### config.mk
export PLATFORM = sky130hd
export DESIGN_NAME = parity_check_arbiter
export DESIGN_NICKNAME = d
export VERILOG_FILES = /design/src/rtl/parity_check_arbiter.sv
export SDC_FILE = /design/constraint.sdc
export NUM_CORES = 1
export LEC_CHECK = 0
export CAP_MARGIN = 5
export CORE_ASPECT_RATIO = 1.1
export CORE_MARGIN = 8
export CORE_UTILIZATION = 41
export DETAILED_ROUTE_END_ITERATION = 6
export PLACE_DENSITY_LB_ADDON = 0.05
export SLEW_MARGIN = 25
export SYNTH_ARGS = -nofsm -noshare
export SYNTH_HDL_FRONTEND = slang
export SYNTH_SLANG_ARGS = --single-unit
### constraint.sdc
create_clock -name clk -period 2.25 [get_ports clk]
set_input_delay 0.45 -clock clk [delete_from_list [all_inputs] [get_ports clk]]
set_output_delay 0.45 -clock clk [all_outputs]
set_load 0.1 [all_outputs]
### src/rtl/parity_check_arbiter.sv
// ---------------------------------------------------------------------------
// parity_check_arbiter
//
// Shares one parity-check datapath among NREQ requesters. A round-robin
// arbiter picks one valid requester while idle. Its word and parity bit are
// captured, checked in the following cycle, and the result is held on a single
// response channel, tagged with the requester index, until it is accepted.
//
// Optional feature (macro PARITY_ERR_CNT_EN): a saturating error counter with
// a synchronous clear. It adds parameter CNT_W and ports err_clr/err_count.
//
// Ports:
//   clk        rising-edge clock
//   rst_n      asynchronous active-low reset
//   req_valid  per-requester request valid            [NREQ]
//   req_ready  per-requester accept, one-hot or zero  [NREQ]
//   req_data   packed words, requester i at [i*DATA_W +: DATA_W]
//   req_parity per-requester received parity bit      [NREQ]
//   rsp_valid  check result valid
//   rsp_ready  downstream accepts the result
//   rsp_id     index of the requester owning the result
//   rsp_error  1 = parity mismatch
//   err_clr    (PARITY_ERR_CNT_EN) clear the error counter
//   err_count  (PARITY_ERR_CNT_EN) saturating count of erroring responses
// ---------------------------------------------------------------------------
module parity_check_arbiter #(
    parameter int NREQ       = 4,
    parameter int DATA_W     = 32,
    parameter int ODD_PARITY = 0
`ifdef PARITY_ERR_CNT_EN
    ,
    parameter int CNT_W      = 8
`endif
) (
    input  logic                      clk,
    input  logic                      rst_n,
    input  logic [NREQ-1:0]           req_valid,
    output logic [NREQ-1:0]           req_ready,
    input  logic [NREQ*DATA_W-1:0]    req_data,
    input  logic [NREQ-1:0]           req_parity,
    output logic                      rsp_valid,
    input  logic                      rsp_ready,
    output logic [$clog2(NREQ)-1:0]   rsp_id,
    output logic                      rsp_error
`ifdef PARITY_ERR_CNT_EN
    ,
    input  logic                      err_clr,
    output logic [CNT_W-1:0]          err_count
`endif
);

    localparam int ID_W = $clog2(NREQ);

    localparam logic [1:0] IDLE  = 2'd0;
    localparam logic [1:0] CHECK = 2'd1;
    localparam logic [1:0] RESP  = 2'd2;

    // Odd parity flips the expected sense of the check
    localparam logic ODD_BIT_C = (ODD_PARITY != 0);

    // 1 when the data plus parity bit do not match the chosen parity scheme
    function automatic logic parity_mismatch(input logic [DATA_W-1:0] d, input logic p);
        parity_mismatch = (^d) ^ p ^ ODD_BIT_C;
    endfunction

    logic [1:0]        state_r;
    logic [ID_W-1:0]   rr_ptr_r;
    logic [DATA_W-1:0] data_r;
    logic              parity_r;
    logic [ID_W-1:0]   id_r;
    logic              rsp_valid_r;
    logic [ID_W-1:0]   rsp_id_r;
    logic              rsp_error_r;

    logic [ID_W-1:0]   winner_s;
    logic              grant_found_s;
    logic              accept_s;
    logic              rsp_hs_s;

    // Round-robin search: first valid requester after rr_ptr, wrapping modulo NREQ
    always_comb begin
        logic [ID_W:0] cand_s;
        grant_found_s = 1'b0;
        winner_s      = rr_ptr_r;
        cand_s        = {(ID_W+1){1'b0}};
        for (int k = 1; k <= NREQ; k++) begin
            cand_s = {1'b0, rr_ptr_r} + (ID_W+1)'(k);
            if (cand_s >= (ID_W+1)'(NREQ)) begin
                cand_s = cand_s - (ID_W+1)'(NREQ);
            end else begin
                cand_s = cand_s;
            end
            if (!grant_found_s && req_valid[cand_s[ID_W-1:0]]) begin
                grant_found_s = 1'b1;
                winner_s      = cand_s[ID_W-1:0];
            end else begin
                winner_s      = winner_s;
            end
        end
    end

    // Grant is offered only while idle, so at most one ready bit is ever high
    always_comb begin
        req_ready = {NREQ{1'b0}};
        if ((state_r == IDLE) && grant_found_s) begin
            req_ready[winner_s] = 1'b1;
        end else begin
            req_ready = {NREQ{1'b0}};
        end
    end

    assign accept_s = (state_r == IDLE) && grant_found_s;
    assign rsp_hs_s = (state_r == RESP) && rsp_ready;

    // Control FSM, capture registers and response registers
    always_ff @(posedge clk or negedge rst_n) begin
        if (!rst_n) begin
            state_r     <= IDLE;
            rr_ptr_r    <= ID_W'(NREQ - 1);
            data_r      <= {DATA_W{1'b0}};
            parity_r    <= 1'b0;
            id_r        <= {ID_W{1'b0}};
            rsp_valid_r <= 1'b0;
            rsp_id_r    <= {ID_W{1'b0}};
            rsp_error_r <= 1'b0;
        end else begin
            case (state_r)
                IDLE: begin
                    if (accept_s) begin
                        data_r   <= req_data[winner_s*DATA_W +: DATA_W];
                        parity_r <= req_parity[winner_s];
                        id_r     <= winner_s;
                        rr_ptr_r <= winner_s;
                        state_r  <= CHECK;
                    end
                end
                CHECK: begin
                    rsp_error_r <= parity_mismatch(data_r, parity_r);
                    rsp_id_r    <= id_r;
                    rsp_valid_r <= 1'b1;
                    state_r     <= RESP;
                end
                RESP: begin
                    if (rsp_ready) begin
                        rsp_valid_r <= 1'b0;
                        state_r     <= IDLE;
                    end
                end
                default: begin
                    rsp_valid_r <= 1'b0;
                    state_r     <= IDLE;
                end
            endcase
        end
    end

    assign rsp_valid = rsp_valid_r;
    assign rsp_id    = rsp_id_r;
    assign rsp_error = rsp_error_r;

`ifdef PARITY_ERR_CNT_EN
    localparam logic [CNT_W-1:0] CNT_MAX_C = {CNT_W{1'b1}};

    logic [CNT_W-1:0] err_count_r;

    // Saturating count of erroring responses; clear wins over increment
    always_ff @(posedge clk or negedge rst_n) begin
        if (!rst_n) begin
            err_count_r <= {CNT_W{1'b0}};
        end else if (err_clr) begin
            err_count_r <= {CNT_W{1'b0}};
        end else if (rsp_hs_s && rsp_error_r && (err_count_r != CNT_MAX_C)) begin
            err_count_r <= err_count_r + {{(CNT_W-1){1'b0}}, 1'b1};
        end
    end

    assign err_count = err_count_r;
`else
    // The handshake is consumed only by the optional error counter
    logic unused_hs_s;
    assign unused_hs_s = rsp_hs_s;
`endif

endmodule

Yosys cells after proc, flatten, opt, wreduce, memory -nomap -nowiden
Cells that the tools add are included.
{"block": "word_totals", "regBits": 43}
{"block": "op_classes", "eq_ne": 4, "n_mux": 30, "n_reduce_logical": 13, "bitwise_logic": 2, "order_cmp": 10, "n_addsub": 8, "n_shift": 1}
{"cell": "$shiftx A128 B8 Y32", "count": 1}
{"cell": "$reduce_xor A32 Y1", "count": 1}
{"cell": "$mux W2", "count": 10}
{"cell": "$lt A2 B3 Y1 const B", "count": 5}
{"cell": "$ge A3 B3 Y1 const B", "count": 4}
{"cell": "$mux W1", "count": 11}
{"cell": "$bmux W1 S2", "count": 5}
{"cell": "$sub A2 B1 Y2 const B", "count": 4}
{"cell": "$add A2 B2 Y3 const B", "count": 2}
{"cell": "$pmux W2 S3", "count": 1}
{"cell": "$reduce_and A2 Y1", "count": 3}
{"cell": "$logic_and A1 B1 Y1", "count": 5}
{"cell": "$mux W4", "count": 1}
{"cell": "$ne A2 B2 Y1 const B", "count": 2}
{"cell": "$add A2 B1 Y3 const B", "count": 1}
{"cell": "$add A2 B3 Y3 const B", "count": 1}
{"cell": "$logic_not A1 Y1", "count": 3}
{"cell": "$pmux W1 S3", "count": 1}
{"cell": "$demux W1 S2", "count": 1}
{"cell": "$eq A2 B1 Y1 const B", "count": 1}
{"cell": "$eq A2 B2 Y1 const B", "count": 1}
{"cell": "$ge A2 B1 Y1 const B", "count": 1}
{"cell": "$logic_not A2 Y1", "count": 1}
{"cell": "$not A1 Y1", "count": 1}
{"cell": "$xor A1 B1 Y1", "count": 1}

Logic depth before layout (Yosys ltp)
Gate-level depths: netlist of the first run.
{"block": "logic_depth", "depth_word": 20, "mapped_depth": 8, "depth_no_buf": 6}

Worst setup path after synthesis of the first run
No wires, ideal clock.
{"block": "synth_timing", "kind": "reg2out", "from": "register rr_ptr_r[0]", "to": "output req_ready[0]", "path_slack_ns": -1.687, "t_arrival_ns": 3.487, "stages_incl_launch_ff": 7, "path_cell_list": "dfstp_2 > nand2b_1 > nor2_1 > or3_1 > buf_4 > buf_4 > nor3_1"}
{"block": "synth_via", "elab_chain_cells": 20, "elab_cells_between_ends": 45, "classes_between": "add/sub: 8; order compare: 6; mux: 23; reduce/logical: 8"}
{"element": "start, declared", "line_no": "67", "rtl": "logic [ID_W-1:0] rr_ptr_r;"}
{"element": "start signal, assigned", "line_no": "119", "rtl": "rr_ptr_r <= ID_W'(NREQ - 1);"}
{"element": "start signal, assigned", "line_no": "133", "rtl": "rr_ptr_r <= winner_s;"}
{"element": "$add A2 B1 Y3", "line_no": "87", "rtl": "cand_s = {1'b0, rr_ptr_r} + (ID_W+1)'(k);"}
{"element": "$ge A3 B3 Y1 / $sub A2 B1 Y2 (equally long branches)", "line_no": "88, 89"}
{"element": "$mux W2", "line_no": "88", "rtl": "if (cand_s >= (ID_W+1)'(NREQ)) begin"}
{"element": "$bmux W1 S2", "line_no": "93", "rtl": "if (!grant_found_s && req_valid[cand_s[ID_W-1:0]]) begin"}
{"element": "$mux W1 (implied by the code)", "line_no": "93"}
{"element": "$mux W1", "line_no": "93"}
{"element": "$logic_not A1 Y1", "line_no": "93"}
{"element": "$logic_and A1 B1 Y1", "line_no": "93"}
{"element": "[4 not listed]"}
{"element": "$logic_not A1 Y1", "line_no": "93"}
{"element": "$logic_and A1 B1 Y1", "line_no": "93"}
{"element": "$mux W2", "line_no": "93"}
{"element": "$lt A2 B3 Y1 (implied by the code) / $ge A2 B1 Y1 (equally long branches)", "line_no": "106", "rtl": "req_ready[winner_s] = 1'b1;"}
{"element": "$logic_and A1 B1 Y1 (implied by the code)", "line_no": "106"}
{"element": "$mux W1 (implied by the code)", "line_no": "106"}
{"element": "$demux W1 S2", "line_no": "106"}
{"element": "$mux W4 (*)", "line_no": "105", "rtl": "if ((state_r == IDLE) && grant_found_s) begin"}
{"element": "end, declared", "line_no": "38", "rtl": "output logic [NREQ-1:0] req_ready,"}
Every way passes the cells marked *; elsewhere a longest branch is shown, timed or not. The select of a mux whose other input is x is not followed.

Worst setup path after layout of the first run
{"block": "layout_timing", "from": "register rr_ptr_r[1]", "to": "output req_ready[2]"}
Same word-level chain as after synthesis.

==> results of run 1 <==
==> final timing paths <==
check                                  from      endpoint  depth (start not counted)
worst min-delay path                  rst_n    state_r[1]                          1
worst min register to register    rsp_error     rsp_error                          2
worst max-delay path            rr_ptr_r[1]  req_ready[2]                          6
max in group asynchronous             rst_n     data_r[9]                          2
min in group clk                  rsp_error     rsp_error                          2
worst max register to register  rr_ptr_r[1]    data_r[25]                         11
==> sequential cells by signal, indices dropped and copies added (netlist names) <==
register,cells
id_r,2
rsp_id,2
parity_r,1
rr_ptr_r,2
rsp_error,1
rsp_valid,1
data_r,32
state_r,2
==> routing by layer <==
| metal | vias to the layer above | share of wire | wire, µm |
|---|---|---|---|
| li1 | 1484 | - | - |
| met5 | - | 0 | 0 |
| met3 | 18 | 0.065 | 679 |
| met1 | 1488 | 0.37 | 3830 |
| met4 | 0 | 0.022 | 226 |
| met2 | 107 | 0.54 | 5670 |
==> layout by cell type (no fill, tap or decap), types with 2 or more instances in the layout <==
cell type and instances:
a21o_1 33, a21oi_1 35, a21oi_4 2, a221oi_1 14, a221oi_2 19, buf_12 16, buf_4 30, bufinv_16 2
clkbuf_16 5, clkbuf_8 5, clkdlybuf4s50_1 133, dfrtp_1 41, dfstp_2 2, dlygate4sd2_1 3, inv_1 4, mux2i_1 21
mux2i_2 7, mux2i_4 5, nand2_1 40, nand2b_1 3, nor2_1 3, nor3_4 5, o21ai_0 6, xnor2_1 26
xor2_1 4
==> through the flow <==
step	utilization	worst slack [ns]
final	0.785	-0.126
after global routing	0.785	-0.210
after CTS	0.730	-0.147
after detailed placement	0.688	-0.413
after global placement	0.688	-0.366
after floorplan	-	-0.371
==> cell families after synthesis <==
kind of cell    Yosys count  synth area share
mux                      34             0.117
buf+inv                  30            0.0520
simple gates             55            0.0822
flops                    43             0.371
xor+xnor                 31            0.0981
compound gates          115             0.280
==> area by class of cell <==
cell class / instances / share of cell area
inverters: 4 / 0.00276
well taps: 85 / 0.0196
flip-flops and latches: 43 / 0.198
multi-input cells: 235 / 0.368
clock buffers: 6 / 0.0133
clock inverters: 2 / 0.0110
repair buffers: 192 / 0.387
==> power breakdown <==
part | internal [µW] | leakage [µW] | switching, µW
logic | 3500 | 0.00183 | 3220
registers | 1210 | 0.000518 | 284
clock network | 444 | 0.0000654 | 261
total | 5150 | 0.00241 | 3760
==> what timing repair did <==
| action | 4_1_cts | 5_1_grt |
|---|---|---|
| resized for setup | 17 | 39 |
| pin swaps | 9 | 20 |
| setup buffers | 7 | 4 |
| gates cloned | 1 | 6 |
| setup endpoints to repair | 20 | 34 |
==> flow_metrics.py, run 1 <==
metrics = {
    "status": {
        "status": "complete, but fails checks",
        "violations": "negative setup slack",
    },
    "global_route": {
        "grt_pass1_vias": 3236,
        "grt_use_met1": 0.203,
        "grt_use_total": 0.187,
        "grt_busiest_layer": "met2",
        "antenna_found_initial": 0,
        "grt_max_degree": 43,
        "use_met2": 0.335,
        "overflow": 0,
        "use_met3": 0.0520,
        "grt_pass1_wl_um": 15100,
    },
    "route": {
        "first_pass_iters": 4,
        "drt_iter0_markers": 130,
        "vias_per_cell": 5.46,
        "vias": 3097,
        "drt-wirelength-per-cell_um": 18.3,
        "drc": 0,
        "antenna_left": 0,
        "wirelength_um": 10400,
    },
    "placed_design": {
        "place_hpwl_um": 7180,
        "place_area_um2": 4760,
        "gp_congestion": 0.807,
        "port_buffers": 146,
        "dp.cells": 542,
    },
    "worst_setup_path": {
        "slowest_stage": "dfstp_2",
        "crit_path_end_kind": "primary output",
        "critPathRequiredTime_ns": 1.80,
        "rrSetupSlack_ns": -0.02,
        "worst-path-buf-inv": 3,
        "slowest_delay_ns": 0.60,
        "critPathArrivalTime_ns": 1.93,
        "crit_type": "flip-flop to primary output",
        "critPathMaxFanout": 6,
        "critPathMostFrequentCell": "buf_4",
        "cp_cell_sequence": "buf_4 -> nor2_2 -> buf_4 -> a211o_4 -> nor3_4 -> buf_12",
        "critical-path-top-delay-family": "flip-flops",
        "start_kind": "flip-flop",
    },
    "clock_tree": {
        "clockRootBuffer": "clkbuf_8",
        "h-tree-depth": 2,
        "cts_sinks": 43,
        "path_clk_slew_ns": 0.09,
        "cts_hold_buf": 0,
        "cts_tree": "yes",
        "clk_latency_ns": 0.30,
        "clk_path_buf_depth": 2,
        "numCtsBuffers": 5,
    },
    "synth": {
        "synth_edf_count": 0,
        "synth_common_cells": "dfrtp_1, nand2_1, a21oi_1",
        "synth_flop_cell": "dfrtp_1",
        "syn_nets": 447,
        "yosysMostFrequentCell": "dfrtp_1",
        "synth.yosys.warnings": 0,
        "synth_area_um2": 2910,
        "avgSynthCellArea_um2": 9.44,
        "synth_area_leader_cell": "dfrtp_1",
        "synth_area_leaders": "dfrtp_1, mux2i_1, a221oi_1, a21o_1, xnor2_1",
        "ys_types": 28,
        "synth_top_area_share": 0.353,
        "ys_seq_area_frac": 0.371,
        "synth_cells": 308,
        "ys_ff_latch": 43,
        "async_flop_share": 1.00,
    },
    "sta": {
        "tns_ns": -0.436,
        "layout_worst_path_cycle_share": 1.06,
        "worstMarginPinSlew_ns": 0.538,
        "max-slew-margin-rel": 0.642,
        "report.final.slew_viol_count": 0,
        "rsz0062_at_grt": "true",
        "hold_viol": 0,
        "fin_hold_ws_ns": 0.118,
        "setup_violations": 6,
        "fin_skew_ns": 0.0145,
        "max_clock_freq_mhz": 421,
        "fin_ws_ns": -0.126,
        "finalWorstPathRequiredPeriod_ns": 2.38,
    },
    "floorplanning": {
        "core_um2": 6930,
        "die_area_um2": 10100,
        "die_w_um": 96.3,
        "rows": 32,
        "die_h_um": 104,
        "initial_core_util": 0.420,
        "ios": 147,
    },
    "cells_and_area": {
        "layout-drive-gt1-share": 0.234,
        "regArea_um2": 1080,
        "nFillCells": 461,
        "antenna_cells": 0,
        "fin_cells": 567,
        "final_area_um2": 5440,
        "area_growth_pct": 87.0,
        "multi_input_area_um2": 2000,
        "final_nets": 620,
    },
    "hold_path": {
        "min_path_type": "primary input to asynchronous set/reset pin",
    },
    "job": {
        "maxCapViolations": 0,
    },
    "pwr": {
        "power_density_nw_per_um2": 1640,
        "vdd_drop_max_mv": 1.38,
        "power_uw": 8910,
        "cellLeakagePower_uw": 0.00241,
    },
}
No activity file was read; power rests on OpenSTA's default activity.
==> inputs of run 2 (changes only) <==
Settings changed: PLACE_DENSITY set to 0.79, PLACE_DENSITY_LB_ADDON 0.05 to not set.
==> flow_metrics.py, run 2 (synthesis results as in run 1) <==
metrics = {
    "floorplanning": {
        "die_h_um": 104,
        "core_um2": 6930,
        "die_area_um2": 10100,
        "ios": 147,
        "initial_core_util": 0.420,
        "rows": 32,
        "die_w_um": 96.3,
    },
    "global_route": {
        "overflow": 0,
        "use_met3": 0.0303,
        "grt_use_met1": 0.201,
        "grt_use_total": 0.191,
        "grt_pass1_vias": 3207,
        "grt_busiest_layer": "met2",
        "use_met2": 0.362,
        "antenna_found_initial": 0,
        "grt_pass1_wl_um": 15300,
        "grt_max_degree": 50,
    },
    "pwr": {
        "power_frac_seq": 0.176,
        "p_int_uw": 4830,
        "clkPwrFrac": 0.054,
        "vdd_drop_max_mv": 1.63,
        "switchingPower_uw": 3740,
        "power_density_nw_per_um2": 1600,
        "p_comb_frac": 0.769,
        "power_uw": 8570,
        "cellLeakagePower_uw": 0.00236,
        "swShare": 0.436,
    },
    "sta": {
        "hold_viol": 0,
        "setup_violations": 6,
        "fin_skew_ns": 0.00375,
        "max_clock_freq_mhz": 412,
        "report.final.slew_viol_count": 0,
        "finalWorstPathRequiredPeriod_ns": 2.43,
        "layout_worst_path_cycle_share": 1.08,
        "rsz0062_at_grt": "true",
        "max-slew-margin-rel": 0.589,
        "worstMarginPinSlew_ns": 0.617,
        "fin_ws_ns": -0.176,
    },
    "placed_design": {
        "place_hpwl_um": 7620,
        "gp_congestion": 0.874,
        "port_buffers": 146,
    },
    "cells_and_area": {
        "regMostFlops": "data_r",
        "multi_input_area_um2": 2080,
        "final_nets": 617,
        "antenna_cells": 0,
        "nFillCells": 446,
        "final_cell_mix": "clkdlybuf4s50_1, dfrtp_1, nand2_1",
        "area_growth_pct": 84.6,
        "utilization": 0.775,
        "final_common_cell": "clkdlybuf4s50_1",
        "regArea_um2": 1080,
        "largest_reg_flops": 32,
        "layout-drive-gt1-share": 0.251,
    },
    "route": {
        "vias": 3132,
        "wirelength_um": 10900,
        "vias_per_cell": 5.55,
        "drc": 0,
        "drt-wirelength-per-cell_um": 19.3,
        "antenna_left": 0,
        "first_pass_iters": 4,
        "drt_iter0_markers": 145,
    },
    "worst_setup_path": {
        "crit_type": "flip-flop to primary output",
        "start_kind": "flip-flop",
        "critPathArrivalTime_ns": 1.98,
        "critPathRequiredTime_ns": 1.80,
        "critPathMaxFanout": 4,
        "crit_path_end_kind": "primary output",
    },
    "clock_tree": {
        "cts_sinks": 43,
        "numCtsBuffers": 5,
        "clockRootBuffer": "clkbuf_8",
        "clk_latency_ns": 0.29,
        "cts_tree": "yes",
        "clk_path_buf_depth": 2,
        "path_clk_slew_ns": 0.08,
        "h-tree-depth": 2,
    },
    "job": {
        "maxCapViolations": 0,
    },
    "status": {
        "violations": "negative setup slack",
        "status": "complete, but fails checks",
    },
    "hold_path": {
        "min_path_type": "primary input to asynchronous set/reset pin",
    },
}
## run 2: critical path: stages (launching register included)
cell and delay [ns]:
dfstp_2 0.59, nand2b_4 0.17, nor2_4 0.05, or3_4 0.41
nor3_4 0.25, buf_12 0.20
## run 2: path summary, 6_finish.rpt
kind,startpoint,end,slack [ns],cells after the start
worst max-delay path,rr_ptr_r[0],req_ready[0],-0.18,5
worst min-delay path,rst_n,data_r[4],0.16,1
worst max register to register,rr_ptr_r[0],data_r[13],0,10
worst min register to register,data_r[26],data_r[26],0.50,1
max in group asynchronous,rst_n,data_r[11],1.45,2
min in group clk,data_r[26],data_r[26],0.50,1
## run 2: timing repair
action / in CTS / in global routing
setup endpoints to repair: 34 / 36
hold buffers: 0 / 0
cloned: 0 / 4
setup buffers: 9 / 3
resized for setup: 25 / 54
pin swaps: 14 / 22
## run 2: layer usage
layer	share of wire	vias to the layer above
met5	0	-
met4	0.016	0
met3	0.046	15
met2	0.57	103
met1	0.36	1539
li1	-	1475
## run 2: per-stage QoR
stage	setup slack [ns]	std cells	hold WS [ns]	instance area (µm²)	TNS, ns
after floorplan	-0.371	308	0.154	2980	-1.06
after global placement	-0.351	540	0.462	4720	-10.72
after detailed placement	-0.400	540	0.485	4720	-12.70
after CTS	-0.131	557	0.171	4980	-0.341
after global routing	-0.236	564	0.202	5370	-1.58
final	-0.176	564	0.159	5370	-0.570
## run 2: layout make-up
| class | count | share of cell area |
|---|---|---|
| Multi-Input combinational cell | 235 | 0.387 |
| Tap cell | 85 | 0.0198 |
| Clock buffer | 5 | 0.0128 |
| Clock inverter | 3 | 0.00280 |
| Timing Repair Buffer | 189 | 0.374 |
| Sequential cell | 43 | 0.201 |
| Inverter | 4 | 0.00280 |
## run 2: power by group through the flow
stage / Sequential, µW / Combinational, µW / Clock (µW)
2_1_floorplan: 1700 / 3850 / 0
6_report: 1510 / 6590 / 465
3_3_place_gp: 1490 / 5360 / 0
3_5_place_dp: 1520 / 5540 / 0
4_1_cts: 1500 / 5820 / 482
5_1_grt: 1560 / 7050 / 500
